--- config.mk ---
export PLATFORM = sky130hd
export DESIGN_NAME = pulse_period_meter
export DESIGN_NICKNAME = d
export VERILOG_FILES = /design/src/rtl/pulse_period_meter_pkg.sv /design/src/rtl/pulse_edge_sync.sv /design/src/rtl/pulse_period_meter.sv
export SDC_FILE = /design/constraint.sdc
export NUM_CORES = 1
export LEC_CHECK = 0
export ABC_AREA = 1
export CAP_MARGIN = 20
export CORE_MARGIN = 2
export CORE_UTILIZATION = 52
export CTS_BUF_LIST = sky130_fd_sc_hd__clkbuf_8
export CTS_CLUSTER_SIZE = 40
export DETAILED_ROUTE_END_ITERATION = 8
export GPL_ROUTABILITY_DRIVEN = 0
export PLACE_DENSITY = 0.84
export REMOVE_ABC_BUFFERS = 1
export SLEW_MARGIN = 30
export SYNTH_ARGS = -nofsm -noshare
export SYNTH_HDL_FRONTEND = slang
export SYNTH_HIERARCHICAL = 1
export SYNTH_SLANG_ARGS = --single-unit
--- constraint.sdc ---
create_clock -name i_clk -period 1.35 [get_ports i_clk]
set_input_delay 0.2025 -clock i_clk [delete_from_list [all_inputs] [get_ports i_clk]]
set_output_delay 0.2025 -clock i_clk [all_outputs]
set_load 0.1 [all_outputs]
--- src/rtl/pulse_period_meter_pkg.sv ---
// Shared types and defaults for the pulse period meter.
// Latency: n/a; backpressure: n/a (types and constants only).
package pulse_period_meter_pkg;

  localparam int unsigned CNT_W_DEF = 24;

  typedef enum logic [1:0] {
    IDLE    = 2'd0,
    RUN     = 2'd1,
    TIMEOUT = 2'd2
  } state_e;

  function automatic logic state_is_busy(input state_e s);
    return (s == RUN);
  endfunction

endpackage

--- src/rtl/pulse_edge_sync.sv ---
// Rising-edge detector on i_pulse, optionally behind a 2-flop synchronizer (PULSE_PERIOD_METER_SYNC_EN).
// Latency: o_rise combinational from the sampled pulse (+2 cycles with sync); backpressure: none.
module pulse_edge_sync (
  input  logic i_clk,
  input  logic i_reset,
  input  logic i_pulse,
  output logic o_rise
);

  logic sampled;
  logic prev_q;

`ifdef PULSE_PERIOD_METER_SYNC_EN
  logic [1:0] sync_q;

  always_ff @(posedge i_clk or posedge i_reset) begin
    if (i_reset) begin
      sync_q <= 2'b00;
    end else begin
      sync_q <= {sync_q[0], i_pulse};
    end
  end

  assign sampled = sync_q[1];
`else
  assign sampled = i_pulse;
`endif

  // History updates in every state so a level held through a clear never looks like a new edge.
  always_ff @(posedge i_clk or posedge i_reset) begin
    if (i_reset) begin
      prev_q <= 1'b0;
    end else begin
      prev_q <= sampled;
    end
  end

  assign o_rise = sampled & ~prev_q;

endmodule

--- src/rtl/pulse_period_meter.sv ---
// Measures rising-edge spacing of i_pulse in i_clk cycles, reporting spacing-1; sync option PULSE_PERIOD_METER_SYNC_EN.
// Latency: o_valid one cycle after the rise is sampled (+2 with sync); backpressure: none, o_valid is a strobe.
module pulse_period_meter
  import pulse_period_meter_pkg::*;
#(
  parameter int unsigned      CNT_W       = CNT_W_DEF,
  parameter logic [CNT_W-1:0] TIMEOUT_MAX = '1
) (
  input  logic             i_clk,
  input  logic             i_reset,
  input  logic             i_pulse,
  input  logic             i_clear,
  output logic [CNT_W-1:0] o_period,
  output logic             o_valid,
  output logic             o_timeout,
  output logic             o_busy
);

  logic             rise;
  state_e           state_q;
  logic [CNT_W-1:0] count_q;
  logic [CNT_W-1:0] period_q;
  logic             valid_q;
  logic             timeout_q;

  pulse_edge_sync u_edge (
    .i_clk   (i_clk),
    .i_reset (i_reset),
    .i_pulse (i_pulse),
    .o_rise  (rise)
  );

  always_ff @(posedge i_clk or posedge i_reset) begin
    if (i_reset) begin
      state_q   <= IDLE;
      count_q   <= '0;
      period_q  <= '0;
      valid_q   <= 1'b0;
      timeout_q <= 1'b0;
    end else if (i_clear) begin
      state_q   <= IDLE;
      count_q   <= '0;
      valid_q   <= 1'b0;
      timeout_q <= 1'b0;
    end else begin
      valid_q <= 1'b0;
      unique case (state_q)
        IDLE: begin
          count_q <= '0;
          if (rise) begin
            state_q <= RUN;
          end
        end
        RUN: begin
          // A rise landing on the timeout cycle still counts as a measurement.
          if (rise) begin
            period_q <= count_q;
            valid_q  <= 1'b1;
            count_q  <= '0;
          end else if (count_q == TIMEOUT_MAX) begin
            state_q   <= TIMEOUT;
            timeout_q <= 1'b1;
            count_q   <= '0;
          end else begin
            count_q <= count_q + 1'b1;
          end
        end
        TIMEOUT: begin
          count_q <= '0;
          if (rise) begin
            state_q   <= RUN;
            timeout_q <= 1'b0;
          end
        end
        default: begin
          state_q <= IDLE;
          count_q <= '0;
        end
      endcase
    end
  end

  assign o_period  = period_q;
  assign o_valid   = valid_q;
  assign o_timeout = timeout_q;
  assign o_busy    = state_is_busy(state_q);

endmodule

==> key figures <==
Outcome
  – Run status: finished, violations left
  – Violated checks: negative setup slack

Clock network
  – Max Root-Sink Buffers: 2
  – Hold Buf Count CTS: 0
  – CTS tree: done
  – H-tree depth: 2
  – Clock sink total: 53
  – Number of CTS-inserted buffers: 5
  – Clk root buf: clkbuf_8
  – CTS clk-pin slew, worst paths: 0.10 ns
  – Worst skew pair latency: 0.32 ns

Floorplan
  – Cell Rows: 25
  – Die Footprint: 5430 um^2
  – Die H: 73.7 um
  – # IOs: 31
  – Initial core utilization: 53.8%
  – Area of the core: 4690 um^2
  – Die span in x: 73.7 um

Pwr
  – Switching power: 1.52 mW
  – Net Sw Frac: 36.7%
  – Tot Pwr: 4.13 mW
  – P_leak: 1.70 nW
  – Internal: 2.61 mW
  – Sequential Power Share: 43.0%
  – Clock power frac: 24.1%
  – PwrDens: 1130 nW/um^2
  – Worst vdd ir: 0.682 mV
  – Comb pwr share: 32.9%

Setup path
  – Critical path data required time: 1.55 ns
  – Crit path launch type: flop
  – Critical-path cell list: ha_2, nand2_2, nor2_4, nand2_4, nor2_4, nand2_2, nand3_4, buf_4, nor2_1
  – CP endpoint kind: flop
  – Slowest cell on crit path: dfrtp_1
  – WP data arrival: 1.74 ns
  – Largest stage delay on the critical path: 0.39 ns
  – Crit Path Category: flop to flop
  – CP max FO: 9

Place
  – Port buffer count: 30
  – Area after DPL: 3440 um^2
  – Dpl hpwl: 4.50 mm
  – Cells after DPL: 420
  – Pre-CTS WS: -0.207 ns

Cells and area
  – Antenna Cells: 0
  – Fill cell total of the finished layout: 265
  – Multi-input logic area: 1070 um^2
  – Finished Cell Area: 3640 um^2
  – Fin nets: 381
  – Fin util: 77.7%
  – Share of cells above drive strength 1: 31.6%
  – Area delta synth->final: 44.4%
  – Reg area: 1330 um^2
  – Finished Layout Cells: 431

Timing
  – Worst Skew: 0.0110 ns
  – Slew @ Worst Pin: 0.269 ns
  – Highest clock rate: 651 MHz
  – TNS Setup: -4.20 ns
  – RSZ-0062 raised after global routing: true
  – Final worst setup slack: -0.185 ns
  – Fin. max-slew vios: 0
  – Max-slew headroom: 82.0%
  – Hold Vio Cnt, Final: 0
  – Setup violators final: 44
  – Period minus WS final: 1.54 ns
  – Tcrit/Tclk final: 114%
  – WHS: 0.0726 ns

Synth
  – Synth cell types: 28
  – Adder-Cell Fraction of Synth Area: 0.496%
  – Sequential fraction of the synthesis area: 52.5%
  – Post-Syn Area per Cell: 8.31 um^2
  – Mapped Area: 2520 um^2
  – Post-Synth Simple-Gate Area: 31.5%
  – Compound-Gate Fraction of Synth Area: 5.40%
  – Fraction of synthesized area in multiplexers: 0%
  – Cells after synthesis: 304
  – Xor/xnor share of the synthesized area: 2.78%
  – Number of synthesis warnings: 6
  – Largest family of logic cells by synthesized area: simple AND/OR/NAND/NOR gates
  – FF+latch count, synth: 53

Routing
  – Vias per cell: 5.39
  – Iter 0 DRT Violations: 259
  – Routed WL: 6.66 mm
  – Drt pass-1 iters: 4
  – Post-route ant nets: 0
  – # DRC: 0
  – DR vias: 2322
  – Average wire per standard cell: 15.5 um

Global routing
  – Global-route wire length before repair: 10.5 mm
  – Total track usage: 25.8%
  – Initial antenna violation count: 0
  – Gr ovfl total: 0
  – Largest net degree at the start of global routing: 53
  – Vias in the first global route: 2356

Job
  – Max-cap viol count: 0

Hold path
  – Hold Path Class: input pin to async pin
-- placed cells by master, fill, tap and decap left out --
cell type / synthesis / final
nand2_1: 82 / 81
dfrtp_1: 53 / 53
nor2_1: 39 / 36
buf_4: 1 / 36
inv_1: 34 / 33
buf_12: 0 / 30
o21ai_0: 16 / 13
nand2_2: 11 / 12
nand3_1: 12 / 12
nor2_4: 6 / 9
xor2_1: 8 / 8
nor2_2: 7 / 7
clkbuf_8: 0 / 7
o21ai_1: 4 / 6
nand4_1: 4 / 4
nor3_1: 7 / 4
inv_2: 2 / 3
a21oi_1: 3 / 3
nor3_2: 1 / 3
clkdlybuf4s50_1: 0 / 3
clkinv_2: 0 / 2
o21ai_2: 1 / 2
buf_6: 1 / 2
nand2_4: 1 / 1
a31oi_1: 1 / 1
nor3_4: 0 / 1
nand3_4: 0 / 1
inv_8: 0 / 1
nand3_2: 2 / 1
o22ai_1: 1 / 1
ha_2: 0 / 1
-- synth_stat cells --
cell      instances  area (um^2)
a21oi_1           3         15.0
nor2_4            6         67.6
inv_2             2         7.51
nand2_1          82          308
a31oi_1           1         6.26
buf_4             1         7.51
nand3_1          12         60.1
nor3_1            7         35.0
clkinv_1          1         3.75
xor2_1            8         70.1
dfrtp_1          53         1330
nand3_2           2         20.0
clkbuf_1          2         7.51
buf_6             1         11.3
nand4_1           4         25.0
buf_2             2         10.0
nand2_2          11         68.8
nor3_2            1         10.0
o21ai_0          16         80.1
inv_6             1         8.76
inv_1            34          128
nor2_1           39          146
o21ai_2           1         8.76
nand2_4           1         11.3
o21ai_1           4         20.0
nor2_2            7         43.8
ha_1              1         12.5
o22ai_1           1         6.26
-- sequential cells by signal, indices dropped and copies added (netlist names) --
name           count
o_period          24
count_q           24
o_timeout          1
state_q            2
o_valid            1
u_edge/prev_q      1
-- path summary, 6_finish.rpt --
| kind | cells past startpoint | from | to | slack (ns) |
|---|---|---|---|---|
| max in group asynchronous | 3 | i_reset | o_period[10] | 0.84 |
| min in group i_clk | 1 | i_pulse | u_edge/prev_q | 0.36 |
| max reg2reg | 9 | count_q[0] | count_q[3] | -0.19 |
| min reg2reg | 2 | o_period[22] | o_period[22] | 0.55 |
| min | 2 | i_reset | u_edge/prev_q | 0.07 |
| max | 9 | count_q[0] | count_q[3] | -0.19 |
-- cell families (layout without fill, tap and decap cells) --
logic type	Yosys count	after routing
AO/OA/AOI/OAI	26	26
XOR/XNOR	8	8
adder cells (fa/ha/maj)	1	1
buffers and inverters	44	117
flip-flops	53	53
AND/OR/NAND/NOR	172	172
-- layout make-up --
class / count / area share, %
Clock buffer: 7 / 2.64
Clock inverter: 1 / 0.137
Inverter: 38 / 4.15
Multi-Input combinational cell: 207 / 29.5
Sequential cell: 53 / 36.4
Tap cell: 54 / 1.85
Timing Repair Buffer: 71 / 25.3
-- power by group through the flow --
stage / clock network [mW] / logic, mW / registers, mW
after floorplan: 0 / 0.258 / 2.30
after global placement: 0 / 1.29 / 1.80
after detailed placement: 0 / 1.31 / 1.81
after CTS: 0.979 / 1.34 / 1.78
after global routing: 1.06 / 1.41 / 1.79
final: 0.993 / 1.36 / 1.78
-- what timing repair did --
item                                    in CTS  in global routing
hold endpoints to repair                     0                  0
pin swaps                                    7                  4
gates cloned                                 0                  0
buffers inserted                             2                  1
gates resized for setup                      9                 15
endpoints found under the setup margin      28                 52
-- per-layer routing --
layer / global-route usage [%] / vias up / wire length, um
li1: - / 1086 / -
met1: 31.6 / 1123 / 2620
met2: 44.1 / 98 / 3480
met3: 4.53 / 15 / 383
met4: 11.7 / 0 / 180
met5: 0 / - / 0
-- worst max-delay path: cells and delay by family (launching register included) --
family | cells | cell delay [ns]
flops | 1 | 0.39
fa+ha+maj | 1 | 0.20
buf+inv | 1 | 0.19
simple gates | 7 | 0.62
No activity file was read; power rests on OpenSTA's default activity.
